**src/rtl/can_pkg.sv**
```systemverilog
// ---------------------------------------------------------------------------
// can_pkg
//   Shared types and constants for the CAN receive frame decoder.
//   - can_state_e      : decoder FSM state (also exported for debug)
//   - *_W              : field widths used on the decoder ports
//   - *_LEN            : bit counts of fixed-length frame fields
//   - STUFF_LIMIT      : run length after which a stuff bit follows
//   - IDLE_RECOVERY    : recessive samples needed to leave ERROR
//   - in_stuff_region  : states in which bit destuffing is active
// ---------------------------------------------------------------------------
package can_pkg;

   typedef enum logic [4:0] {
      IDLE,
      ID_A,
      RTR_SRR,
      IDE,
      ID_B,
      RTR,
      R1,
      R0,
      DLC,
      DATA,
      CRC,
      CRC_DELIM,
      ACK_SLOT,
      ACK_DELIM,
      EOF,
      INTERMISSION,
      ERROR
   } can_state_e;

   localparam int ID_A_W = 11;
   localparam int ID_B_W = 18;
   localparam int DLC_W  = 4;
   localparam int DATA_W = 64;
   localparam int CRC_W  = 15;

   localparam logic [6:0] ID_A_LEN         = 7'd11;
   localparam logic [6:0] ID_B_LEN         = 7'd18;
   localparam logic [6:0] DLC_LEN          = 7'd4;
   localparam logic [6:0] CRC_LEN          = 7'd15;
   localparam logic [6:0] EOF_LEN          = 7'd7;
   localparam logic [6:0] INTERMISSION_LEN = 7'd3;

   localparam logic [2:0] STUFF_LIMIT   = 3'd5;
   localparam logic [3:0] IDLE_RECOVERY = 4'd11;

   // SOF is handled separately by the decoder (it is seen while still IDLE).
   function automatic logic in_stuff_region(input can_state_e s);
      return (s inside {ID_A, RTR_SRR, IDE, ID_B, RTR, R1, R0, DLC, DATA, CRC});
   endfunction

endpackage

```
**src/rtl/can_bit_destuffer.sv**
```systemverilog
// ---------------------------------------------------------------------------
// can_bit_destuffer
//   Tracks the run of equal bus bits and classifies each sampled bit.
//   Ports:
//     clock, reset  : clock, asynchronous active-high reset
//     rx_bit        : sampled bus level
//     valid         : rx_bit is a new sample this clock
//     enable        : destuffing active for this sample
//     clear         : restart the run count (used outside the stuffed region)
//     data_valid    : sample is a payload bit (not a stuff bit)
//     is_stuff      : sample is a stuff bit and must be discarded
//     stuff_error   : stuff bit has the same level as the preceding run
// ---------------------------------------------------------------------------
module can_bit_destuffer
   import can_pkg::*;
(
   input  logic clock,
   input  logic reset,
   input  logic rx_bit,
   input  logic valid,
   input  logic enable,
   input  logic clear,
   output logic data_valid,
   output logic is_stuff,
   output logic stuff_error
);

   logic       last_bit;
   logic [2:0] run_cnt;
   logic       stuff_slot;

   assign stuff_slot  = (run_cnt == STUFF_LIMIT);
   assign is_stuff    = valid & enable & stuff_slot;
   assign stuff_error = is_stuff & (rx_bit == last_bit);
   assign data_valid  = valid & enable & ~stuff_slot;

   // A stuff bit opens the next run, so it restarts the count at 1.
   // run_cnt == 0 means "no history": the next bit always starts a run.
   always_ff @(posedge clock or posedge reset) begin
      if (reset) begin
         last_bit <= 1'b1;
         run_cnt  <= '0;
      end else if (clear) begin
         run_cnt  <= '0;
      end else if (valid && enable) begin
         if (stuff_slot || (run_cnt == 3'd0) || (rx_bit != last_bit))
            run_cnt <= 3'd1;
         else
            run_cnt <= run_cnt + 3'd1;
         last_bit <= rx_bit;
      end
   end

endmodule

```
**src/rtl/can_frame_decoder.sv**
```systemverilog
// ---------------------------------------------------------------------------
// can_frame_decoder
//   Receive-side CAN 2.0A/2.0B frame decoder. Walks the frame one sampled bit
//   at a time (rising edge of sample_point), strips stuff bits from SOF to
//   the last CRC bit and publishes every field as a registered output.
//   Ports:
//     clock, reset        : clock, asynchronous active-high reset
//     rx_bit              : bus level (0 dominant, 1 recessive)
//     sample_point        : rx_bit is taken on its 0->1 transition
//     error_in            : external abort, checked every clock
//     error_out           : stuff/form error detected by this decoder
//     field_*             : decoded frame fields, held until the next SOF
//     state_dbg           : current FSM state
// ---------------------------------------------------------------------------
module can_frame_decoder
   import can_pkg::*;
(
   input  logic              clock,
   input  logic              reset,
   input  logic              rx_bit,
   input  logic              sample_point,
   input  logic              error_in,
   output logic              error_out,
   output logic              field_start_of_frame,
   output logic [ID_A_W-1:0] field_id_a,
   output logic              field_ide,
   output logic              field_rtr,
   output logic              field_srr,
   output logic              field_reserved1,
   output logic              field_reserved0,
   output logic [ID_B_W-1:0] field_id_b,
   output logic [DLC_W-1:0]  field_dlc,
   output logic [DATA_W-1:0] field_data,
   output logic [CRC_W-1:0]  field_crc,
   output logic              field_crc_delimiter,
   output logic              field_ack_slot,
   output can_state_e        state_dbg
);

   can_state_e state;
   logic       sp_q;
   logic       sample;
   logic       sof;
   logic       destuff_en;
   logic       form_error;
   logic [6:0] bit_cnt;
   logic [6:0] data_len;
   logic [3:0] rec_cnt;
   logic [3:0] dlc_next;
   logic [6:0] data_bits;
   logic       ds_data_valid;
   logic       ds_is_stuff;
   logic       ds_stuff_error;

   assign state_dbg = state;
   assign sample    = sample_point & ~sp_q;
   assign sof       = sample & ~error_in & ~rx_bit & (state == IDLE);
   assign destuff_en = sof | in_stuff_region(state);

   // Delimiters and EOF are fixed recessive; a dominant level there is a form error.
   assign form_error = sample & ~error_in & ~rx_bit &
                       ((state == CRC_DELIM) || (state == ACK_DELIM) || (state == EOF));

   // DLC values above 8 still mean 8 data bytes.
   assign dlc_next  = {field_dlc[2:0], rx_bit};
   assign data_bits = dlc_next[3] ? 7'd64 : {1'b0, dlc_next[2:0], 3'b000};

   can_bit_destuffer u_destuffer (
      .clock       (clock),
      .reset       (reset),
      .rx_bit      (rx_bit),
      .valid       (sample & ~error_in),
      .enable      (destuff_en),
      .clear       (error_in | ~destuff_en),
      .data_valid  (ds_data_valid),
      .is_stuff    (ds_is_stuff),
      .stuff_error (ds_stuff_error)
   );

   always_ff @(posedge clock or posedge reset) begin
      if (reset) begin
         sp_q                 <= 1'b0;
         state                <= IDLE;
         bit_cnt              <= '0;
         data_len             <= '0;
         rec_cnt              <= '0;
         error_out            <= 1'b0;
         field_start_of_frame <= 1'b0;
         field_id_a           <= '0;
         field_ide            <= 1'b0;
         field_rtr            <= 1'b0;
         field_srr            <= 1'b0;
         field_reserved1      <= 1'b0;
         field_reserved0      <= 1'b0;
         field_id_b           <= '0;
         field_dlc            <= '0;
         field_data           <= '0;
         field_crc            <= '0;
         field_crc_delimiter  <= 1'b0;
         field_ack_slot       <= 1'b0;
      end else begin
         sp_q <= sample_point;
         if (error_in) begin
            // External abort: error_out is left as it is.
            state   <= ERROR;
            rec_cnt <= '0;
         end else if (ds_stuff_error || form_error) begin
            state     <= ERROR;
            rec_cnt   <= '0;
            error_out <= 1'b1;
         end else if (sample && !ds_is_stuff) begin
            case (state)
               IDLE: begin
                  if (!rx_bit) begin
                     field_start_of_frame <= rx_bit;
                     field_id_a           <= '0;
                     field_ide            <= 1'b0;
                     field_rtr            <= 1'b0;
                     field_srr            <= 1'b0;
                     field_reserved1      <= 1'b0;
                     field_reserved0      <= 1'b0;
                     field_id_b           <= '0;
                     field_dlc            <= '0;
                     field_data           <= '0;
                     field_crc            <= '0;
                     field_crc_delimiter  <= 1'b0;
                     field_ack_slot       <= 1'b0;
                     bit_cnt              <= '0;
                     state                <= ID_A;
                  end
               end
               ID_A: begin
                  field_id_a <= {field_id_a[ID_A_W-2:0], rx_bit};
                  if (bit_cnt == ID_A_LEN - 7'd1) begin
                     bit_cnt <= '0;
                     state   <= RTR_SRR;
                  end else begin
                     bit_cnt <= bit_cnt + 7'd1;
                  end
               end
               // The bit is parked in field_rtr; IDE decides whether it was SRR.
               RTR_SRR: begin
                  field_rtr <= rx_bit;
                  state     <= IDE;
               end
               IDE: begin
                  field_ide <= rx_bit;
                  if (rx_bit) begin
                     field_srr <= field_rtr;
                     field_rtr <= 1'b0;
                     state     <= ID_B;
                  end else begin
                     state     <= R0;
                  end
               end
               ID_B: begin
                  field_id_b <= {field_id_b[ID_B_W-2:0], rx_bit};
                  if (bit_cnt == ID_B_LEN - 7'd1) begin
                     bit_cnt <= '0;
                     state   <= RTR;
                  end else begin
                     bit_cnt <= bit_cnt + 7'd1;
                  end
               end
               RTR: begin
                  field_rtr <= rx_bit;
                  state     <= R1;
               end
               R1: begin
                  field_reserved1 <= rx_bit;
                  state           <= R0;
               end
               R0: begin
                  field_reserved0 <= rx_bit;
                  bit_cnt         <= '0;
                  state           <= DLC;
               end
               DLC: begin
                  field_dlc <= dlc_next;
                  if (bit_cnt == DLC_LEN - 7'd1) begin
                     bit_cnt  <= '0;
                     data_len <= data_bits;
                     if (field_rtr || (dlc_next == 4'd0))
                        state <= CRC;
                     else
                        state <= DATA;
                  end else begin
                     bit_cnt <= bit_cnt + 7'd1;
                  end
               end
               DATA: begin
                  field_data <= {field_data[DATA_W-2:0], rx_bit};
                  if (bit_cnt == data_len - 7'd1) begin
                     bit_cnt <= '0;
                     state   <= CRC;
                  end else begin
                     bit_cnt <= bit_cnt + 7'd1;
                  end
               end
               CRC: begin
                  field_crc <= {field_crc[CRC_W-2:0], rx_bit};
                  if (bit_cnt == CRC_LEN - 7'd1) begin
                     bit_cnt <= '0;
                     state   <= CRC_DELIM;
                  end else begin
                     bit_cnt <= bit_cnt + 7'd1;
                  end
               end
               CRC_DELIM: begin
                  field_crc_delimiter <= rx_bit;
                  state               <= ACK_SLOT;
               end
               ACK_SLOT: begin
                  field_ack_slot <= rx_bit;
                  state          <= ACK_DELIM;
               end
               ACK_DELIM: begin
                  bit_cnt <= '0;
                  state   <= EOF;
               end
               EOF: begin
                  if (bit_cnt == EOF_LEN - 7'd1) begin
                     bit_cnt <= '0;
                     state   <= INTERMISSION;
                  end else begin
                     bit_cnt <= bit_cnt + 7'd1;
                  end
               end
               INTERMISSION: begin
                  if (bit_cnt == INTERMISSION_LEN - 7'd1) begin
                     bit_cnt <= '0;
                     state   <= IDLE;
                  end else begin
                     bit_cnt <= bit_cnt + 7'd1;
                  end
               end
               ERROR: begin
                  // Leave only after an unbroken run of recessive samples.
                  if (!rx_bit) begin
                     rec_cnt <= '0;
                  end else if (rec_cnt == IDLE_RECOVERY - 4'd1) begin
                     rec_cnt   <= '0;
                     error_out <= 1'b0;
                     state     <= IDLE;
                  end else begin
                     rec_cnt <= rec_cnt + 4'd1;
                  end
               end
               default: state <= IDLE;
            endcase
         end
      end
   end

endmodule

```
**config.mk**
```make
export PLATFORM = sky130hd
export DESIGN_NAME = can_frame_decoder
export DESIGN_NICKNAME = d
export VERILOG_FILES = /design/src/rtl/can_pkg.sv /design/src/rtl/can_bit_destuffer.sv /design/src/rtl/can_frame_decoder.sv
export SDC_FILE = /design/constraint.sdc
export NUM_CORES = 1
export LEC_CHECK = 0
export CAP_MARGIN = 20
export CORE_MARGIN = 3
export CORE_UTILIZATION = 35
export CTS_CLUSTER_DIAMETER = 200
export DETAILED_ROUTE_END_ITERATION = 7
export PLACE_DENSITY = 0.56
export SLEW_MARGIN = 20
export SYNTH_ARGS = -nofsm -noshare
export SYNTH_HDL_FRONTEND = slang
export SYNTH_SLANG_ARGS = --single-unit
```
**constraint.sdc**
```tcl
create_clock -name clock -period 10.84 [get_ports clock]
set_clock_uncertainty 0.2 [all_clocks]
set_input_delay 1.626 -clock clock [delete_from_list [all_inputs] [get_ports clock]]
set_output_delay 1.626 -clock clock [all_outputs]
set_load 0.005 [all_outputs]
```
=== Word level (Yosys, flattened, before mapping) ===
Index checks and enable logic that the tools add are counted.

* Multiplexer cells: 60
* Eq/ne operators: 39
* $add $sub $neg: 4
* Bitwise operators: 16
* Reductions and logical operators: 52

{| class="wikitable"
|+ Operators by type and width
! kind !! number
|-
| $pmux 64 s2 || 1
|-
| $pmux 5 s17 || 1
|-
| $mux 5 || 13
|-
| $reduce_and 5->1 || 13
|-
| $mux 64 || 1
|-
| $mux 7 || 9
|-
| $pmux 7 s9 || 1
|-
| $eq 5x4->1 const B || 8
|-
| $pmux 18 s2 || 1
|-
| $pmux 15 s2 || 1
|-
| $reduce_bool 2->1 || 15
|-
| $mux 4 || 7
|-
| $ne 4x2->1 const B || 6
|-
| $pmux 11 s2 || 1
|-
| $eq 5x3->1 const B || 4
|-
| $mux 18 || 1
|-
| $mux 15 || 1
|-
| $eq 7x2->1 const B || 2
|-
| $eq 7x4->1 const B || 2
|-
| $ne 4x4->1 const B || 3
|-
| $pmux 1 s2 || 6
|-
| $reduce_and 6->1 || 2
|-
| $mux 11 || 1
|-
| $reduce_and 11->1 || 1
|-
| other kinds (35) || 70
|}

* Input bits: 5
* Output and inout bits: 126
* Register bits after elaboration: 148

=== Longest topological paths before layout ===
Gate-level depths: netlist (run 1).

* Word-level depth: 13
* Depth in mapped cells: 11
* Depth with buffers taken out: 8

=== Hierarchy ===
From an unflattened synthesis (run 1), not the netlist that was laid out.

* Cell total of the unflattened synthesis: 559
* Area total of the unflattened synthesis: 6,444.9 um2

{| class="wikitable"
|+ Modules (own cells, without submodules)
! module !! area an instance (um2) !! cells an instance !! instances
|-
| can_frame_decoder || 6,150.9 || 528 || 1
|-
| can_bit_destuffer || 294.0 || 31 || 1
|}

=== Worst setup path after synthesis (run 1) ===
No wires, ideal clock.

* Path kind: input-to-reg
* From: input port error_in
* To: register field_data[12]
* Data required time: 10.557 ns
* Buffers on the path: 4
* Arrival: 3.635 ns
* Path slack: 6.922 ns
* Cell stages on the path: 10
* Path through: clkbuf_1 or3b_1 a211oi_1 a22o_1 or3_1 buf_2 clkbuf_1 clkbuf_1 nand2_1 o21ai_0

* Cells in the longest elaborated chain, start to end: 11

{| class="wikitable"
|+ Ends and longest elaborated chain
! what !! line !! source
|-
| start, declared || can_frame_decoder.sv:22 || <nowiki>input logic error_in,</nowiki>
|-
| $not 1->1 (no line) (*) || -- ||
|-
| $and 1x1->1 || can_frame_decoder.sv:57, can_frame_decoder.sv:61, can_frame_decoder.sv:72 ||
|-
| $and 1x1->1 || can_frame_decoder.sv:57, can_frame_decoder.sv:61 ||
|-
| $and 1x1->1 || can_frame_decoder.sv:57 || <nowiki>assign sof = sample & ~error_in & ~rx_bit & (state == IDLE);</nowiki>
|-
| $or 1x1->1 || can_frame_decoder.sv:58 || <nowiki>assign destuff_en = sof | in_stuff_region(state);</nowiki>
|-
| $and 1x1->1 (2 in series) || can_bit_destuffer.sv:33 || <nowiki>assign is_stuff = valid & enable & stuff_slot;</nowiki>
|-
| $and 1x1->1 || can_bit_destuffer.sv:34 || <nowiki>assign stuff_error = is_stuff & (rx_bit == last_bit);</nowiki>
|-
| $logic_or 1x1->1 || can_frame_decoder.sv:107 || <nowiki>end else if (ds_stuff_error || form_error) begin</nowiki>
|-
| $not 1->1 (no line) || -- ||
|-
| $reduce_and 5->1 (no line) (*) || -- ||
|-
| end signal, assigned || can_frame_decoder.sv:192 || <nowiki>field_data <= {field_data[DATA_W-2:0], rx_bit};</nowiki>
|-
| end, declared || can_frame_decoder.sv:33 || <nowiki>output logic [DATA_W-1:0] field_data,</nowiki>
|}

Mark *: on every way between the ends. The rest lies on a longest branch, timed or not.
A chain may end at the register's enable or synchronous reset.

=== Final worst setup path (run 1) ===
* From: input port rx_bit
* To: register field_data[55]

* Cells in the longest elaborated chain, start to end: 10

{| class="wikitable"
|+ Ends and longest elaborated chain
! what !! line !! source
|-
| start, declared || can_frame_decoder.sv:20 || <nowiki>input logic rx_bit,</nowiki>
|-
| $not 1->1 || can_frame_decoder.sv:57, can_frame_decoder.sv:61 ||
|-
| $and 1x1->1 || can_frame_decoder.sv:57, can_frame_decoder.sv:61 ||
|-
| $and 1x1->1 || can_frame_decoder.sv:57 ||
|-
| $or 1x1->1 || can_frame_decoder.sv:58 ||
|-
| $and 1x1->1 (2 in series) || can_bit_destuffer.sv:33 ||
|-
| $and 1x1->1 || can_bit_destuffer.sv:34 ||
|-
| $logic_or 1x1->1 || can_frame_decoder.sv:107 ||
|-
| $not 1->1 (no line) || -- ||
|-
| $reduce_and 5->1 (no line) (*) || -- ||
|}

Marks and branches as above.

==> metrics.txt, run 1 <==
remaining antenna violation count after routing=0; Final Core Density=46.9%; final setup violation count=0; status=completed; RSZ-0062 raised after global routing=no; syn_area_per_cell=8.74 um^2; TritonCTS Buffers=17; crit path time final=4450 ps; DRC viols=0; Worst Tran Pin Value=1010 ps; register area share after synthesis=52.4%; Setup crit start kind=primary input; YS warnings=0; setup TNS after final layout=0 ps; clock buffer depth=2; DR top layer=met4; Arr. time, crit path=4540 ps; DP Cell Count=1127; Met3 Wirelength=1.01 mm; layout overhead on the synthesized area=29.4%; final hold violation count=0; Layout Nets=901; total wire length=17.5 mm; GRT Util Overall=16.7%; largest net degree at the start of global routing=129; GP Congestion=0.867; Synth cell types=59; metal2 WL=8.03 mm; CTS sink count=145; I/O Pins=131; CP max FO=86; Die Ht=147 um; grt total ovfl=0; syn nets=806; crit path kind=in2reg; clock power share=45.1%; power per cell area=148 nW/um^2; crit share post-route=41.1%; Post-CTS Resized=0; clk slew on worst S/H paths=70 ps; DP HPWL=11.5 mm; ant diodes=0; most common cell after layout, fill and taps aside=nand2_1; static leakage=0.00367 uW; via count=5678; die width=147 um; insertion delay to the later sink of the worst-skew pair=420 ps; Max Cap Viol=0; area of the die=21500 um^2; H-tree level count=4; number of DRC markers in iteration 0=377; commonest cells after routing, fill and taps aside=nand2_1 (216), dfrtp_1 (144), o21ai_0 (137); fin cells=1159; fraction of layout cells with a size suffix above 1=6.23%; Post-synth EDFFs=0; share of total power in combinational logic=9.2%; drt pass-1 iters=5; Root Driver=clkbuf_16; Core Box Area=19100 um^2; Worst Setup End Kind=flip-flop; Rel. slew slack=32.9%; Placement Rows=50; initial antenna violation count=0; Worst Hold Class=reg2reg; first-pass GRT wire length=29.4 mm; worst path required time=10930 ps; synthesized flop and latch total=145; switching pwr=335 uW; sw frac=25.2%; met1 wire length=8.27 mm; Internal=994 uW; CTS tree=built; PortBufs=129; WL/cell=15.1 um; hold_buf cts=0; postcts setup bufs=0; R2R setup slack=7330 ps; Main synth FF type=dfrtp_1; vias in the first global route=5395; Max Clk Rate=224 MHz; VDD IR max=0.104 mV; fraction of registers with async set/reset=100%; Mapped Area=6920 um^2; cell count after synthesis=792; Vias/cell=4.90; sequential share of power=45.6%; Final Slew Violations=0; Initial Utilization=36.3%
==> worst paths after layout <==
kind	endpoint	from	cells after the start
worst max-delay path	field_data[55]$_DFFE_PP0P_	rx_bit	8
worst max register to register	field_data[55]$_DFFE_PP0P_	state_dbg[3]$_DFFE_PP0P_	8
min in group asynchronous	field_data[32]$_DFFE_PP0P_	reset	2
worst min-delay path	field_id_b[17]$_DFFE_PP0P_	field_id_b[17]$_DFFE_PP0P_	2
max in group asynchronous	u_destuffer.run_cnt[1]$_DFFE_PP0P_	reset	3
worst min register to register	field_id_b[17]$_DFFE_PP0P_	field_id_b[17]$_DFFE_PP0P_	2
==> per-stage QoR <==
step           area [um^2]  setup WS (ps)  total power, uW  hold WS (ps)
2_1_floorplan         6920           5120              657           245
3_3_place_gp          8330           5890              740           262
3_5_place_dp          8340           5730              743           268
4_1_cts               8930           6210             1360           284
5_1_grt               8960           6210             1390           300
6_report              8960           6390             1330           278
==> layout make-up <==
cell class,count,area [um^2]
sequential,145,3630
clock buffer,17,425
tap,260,325
clock inverter,14,169
fill,1871,10100
inverter,30,118
multi-input combinational,559,2940
timing repair buffer,134,1350
==> layer usage <==
layer / GRT usage, % / vias to the layer above
met5: 0 / -
met4: 4.61 / 0
met3: 4.10 / 11
met2: 25.2 / 146
met1: 23.9 / 2655
li1: - / 2866
==> power groups by stage <==
stage	combinational [uW]	sequential, uW	clock, uW
final	123	606	600
after global routing	138	612	644
after CTS	126	607	622
after detailed placement	126	617	0
after global placement	124	617	0
after floorplan	44.2	612	0
==> cells by family (layout without fill, tap and decap cells) <==
family	Yosys count	in the layout	synth area share (%)
buffers and inverters	88	195	5.26
AOI/OAI and AO/OA	188	188	15.7
muxes	8	8	1.21
other	1	1	0.0542
adders and majority gates	9	9	1.63
xor gates and xnor gates	7	7	0.886
DFF	145	145	52.4
and+or+nand+nor	346	346	22.8
==> sequential cells by signal, summed over array words and instances (netlist names), 3 cells and up <==
name and flops:
bit_cnt 7, data_len 4, field_crc 15, field_data 64, field_dlc 4, field_id_a 11, field_id_b 18, rec_cnt 4
state_dbg 5, u_destuffer.run_cnt 3
==> worst max-delay path: stages <==
cell	delay, ps
clkdlybuf4s50_1	840
and2_1	400
a21o_1	200
a22o_1	350
or3_4	620
buf_16	280
nand2_1	100
o21ai_0	80
==> synth_stat cells, types with 3 or more instances <==
cell	number	area [um^2]
and2_1	9	56.3
and3_1	6	37.5
a22o_1	7	61.3
a21o_1	5	37.5
clkbuf_1	48	180
buf_6	3	33.8
nand2b_1	8	50.1
nor2b_1	9	56.3
buf_2	3	15.0
nand3b_1	3	22.5
nor2_1	26	97.6
a21boi_0	3	22.5
a211oi_1	4	30.0
nand2_1	216	811
mux2_2	3	33.8
o31ai_1	5	37.5
a21oi_1	4	20.0
a211o_1	3	26.3
ha_1	9	113
or3_1	6	37.5
nor4_1	7	43.8
nand3_1	28	140
o21ai_0	137	686
inv_1	30	113
mux2i_1	5	50.1
nand4_1	4	25.0
nor3_1	8	40.0
xnor2_1	5	43.8
or2_2	3	18.8
dfrtp_1	144	3600
No activity file was read; power rests on OpenSTA's default activity.
==> run 2, diff against run 1 <==
==> constraint.sdc (replaced) <==
create_clock -name clock -period 4.4 [get_ports clock]
set_clock_uncertainty 0.2 [all_clocks]
set_input_delay 0.66 -clock clock [delete_from_list [all_inputs] [get_ports clock]]
set_output_delay 0.66 -clock clock [all_outputs]
set_load 0.005 [all_outputs]
==> metrics.txt, run 2 (synthesized netlist as in run 1, its figures left out) <==
ant diodes=0 (unchanged); fin cells=1170 (+0.95%); largest registers=field_data (64), field_id_b (18), field_crc (15); DP Cell Count=1138 (+0.98%); reg2reg end=bit_cnt[0]$_DFFE_PP0P_; TritonCTS Buffers=17 (unchanged); worst path required time=4510 ps (-6420 ps); total wire length=17.3 mm (-0.97%); Final Core Density=47.2% (+0.25 points); Max Clk Rate=304 MHz; WL/cell=14.8 um (-1.9%); Crit path depth=9 (+1); number of DRC markers in iteration 0=363 (-3.7%); total chip power=3180 uW (+140%); R2R setup slack=1110 ps (-6220 ps); first-pass GRT wire length=28.6 mm (-2.5%); postcts setup bufs=0 (unchanged); dpl ws=735 ps (-5000 ps); PortBufs=129 (unchanged); layout overhead on the synthesized area=30.1%; largest register by flop count=field_data; CTS sink count=145 (unchanged); Crit path largest cell delay=660 ps (-180 ps); Met3 Wirelength=727 um (-28%); clock buffer depth=2 (unchanged); most common cell after layout, fill and taps aside=nand2_1; critical path's slowest cell=nor4b_1; Placement Rows=50 (unchanged); setup TNS after final layout=0 ps (unchanged); fraction of layout cells with a size suffix above 1=7.25% (+1.0 points); CTS tree=built; setup ws final=1110 ps (-5270 ps); DR top layer=met4; DRC viols=0 (unchanged); Worst path top cell family by delay=simple AND/OR/NAND/NOR gates; Rel. slew slack=35.1% (+2.2 points); die width=147 um (unchanged); Die Ht=147 um (unchanged); Worst Tran Pin Value=973 ps (-33.7 ps); worst path bufs/invs=2 (unchanged); final hold violation count=0 (unchanged); Initial Utilization=36.3% (unchanged); via count=5709 (+0.55%); GRT Util Overall=16.1% (-0.54 points); Max Cap Viol=0 (unchanged); Setup crit start kind=flip-flop; CP Launch Point=bit_cnt[0]$_DFFE_PP0P_; Final Slew Violations=0 (unchanged); Fill cells=1832 (-2.1%); Layout Nets=911 (+1.1%); H-tree level count=4 (unchanged); I/O Pins=131 (unchanged); GP Congestion=0.811 (-6.5%); crit share post-route=74.7%; insertion delay to the later sink of the worst-skew pair=420 ps (about the same); final setup violation count=0 (unchanged); initial antenna violation count=0 (unchanged); grt total ovfl=0 (unchanged); power per cell area=353 nW/um^2 (+140%); Worst Hold Class=reg2reg; Post-CTS Resized=0 (unchanged); R2R cell count=9 (+1); drt pass-1 iters=4 (-1); static leakage=0.00371 uW (+1.0%); Root Driver=clkbuf_16; largest net degree at the start of global routing=146 (+13%); commonest cells after routing, fill and taps aside=nand2_1 (216), dfrtp_1 (144), o21ai_0 (137); hold_buf cts=0 (unchanged); metal2 WL=7.77 mm (-3.3%); status=completed; Arr. time, crit path=3390 ps (-1150 ps); max reg flops=64 (unchanged); Critical Path Sink=bit_cnt[0]$_DFFE_PP0P_; area of the die=21500 um^2 (unchanged); remaining antenna violation count after routing=0 (unchanged); Core Box Area=19100 um^2 (unchanged); Worst Setup End Kind=flip-flop; clk slew on worst S/H paths=70 ps (about the same); crit path time final=3290 ps; Hold Crit Depth=2 (unchanged); Vias/cell=4.88 (-0.40%); VDD IR max=0.264 mV (+150%); met1 wire length=8.61 mm (+4.1%); FF-to-FF Start=bit_cnt[0]$_DFFE_PP0P_; worst path cell trace=inv_1 > ha_1 > nor4b_1 > nand3_1 > a22oi_1 > nor4bb_1 > buf_4 > nor2_1 > mux2_2; RSZ-0062 raised after global routing=no; CP max FO=6 (-93%); crit path kind=reg2reg; vias in the first global route=5234 (-3.0%); DP HPWL=11.7 mm (+1.7%)
==> run 2: changes by cell type in the layout (fill, tap and decap cells not counted), sizes merged <==
cell | previous run | this run
buf | 5 | 15
clkinv | 1 | 5
bufinv | 2 | 0
inv | 38 | 37
==> run 2: power by group <==
group | leakage [uW] | internal, uW | switching, uW | total [uW]
Combinational | 0.00159 | 178 | 124 | 303
Clock | 0.000274 | 747 | 631 | 1380
Sequential | 0.00184 | 1420 | 78.1 | 1500
Total | 0.00371 | 2340 | 833 | 3180
==> run 2: how the worst min path moves through the flow <==
stage                     slack, ps                  startpoint                          to
after floorplan                 250      rec_cnt[3]$_DFFE_PP0P_      rec_cnt[3]$_DFFE_PP0P_
final                           280  field_id_b[17]$_DFFE_PP0P_  field_id_b[17]$_DFFE_PP0P_
after global routing            300      rec_cnt[3]$_DFFE_PP0P_      rec_cnt[3]$_DFFE_PP0P_
after CTS                       280      rec_cnt[3]$_DFFE_PP0P_      rec_cnt[3]$_DFFE_PP0P_
after global placement          260  field_id_b[17]$_DFFE_PP0P_  field_id_b[17]$_DFFE_PP0P_
after detailed placement        270  field_id_b[17]$_DFFE_PP0P_  field_id_b[17]$_DFFE_PP0P_
==> run 2: worst register-to-register path: stages (launching register included) <==
cell and delay, ps:
dfrtp_1 410, inv_1 90, ha_1 140, nor4b_1 660
nand3_1 150, a22oi_1 290, nor4bb_1 630, buf_4 260
nor2_1 70, mux2_2 260
==> run 2: area by class of cell <==
class	count	area (um^2)	share of cell area (%)
clock buffer	17	425	4.72
clock inverter	15	140	1.56
inverter	30	116	1.29
multi-input combinational	559	2940	32.6
sequential	145	3630	40.3
tap	260	325	3.61
timing repair buffer	144	1430	15.9
==> run 2: stage by stage <==
stage / area (um^2) / hold WS (ps)
2_1_floorplan: 6930 / 245
3_3_place_gp: 8430 / 264
3_5_place_dp: 8440 / 270
4_1_cts: 9000 / 285
5_1_grt: 9000 / 296
6_report: 9000 / 280
==> run 2: layer usage <==
layer | global-route usage [%] | up-vias
met4 | 4.75 | 0
li1 | - | 2879
met2 | 23.5 | 108
met5 | 0 | -
met1 | 24.2 | 2708
met3 | 3.26 | 14
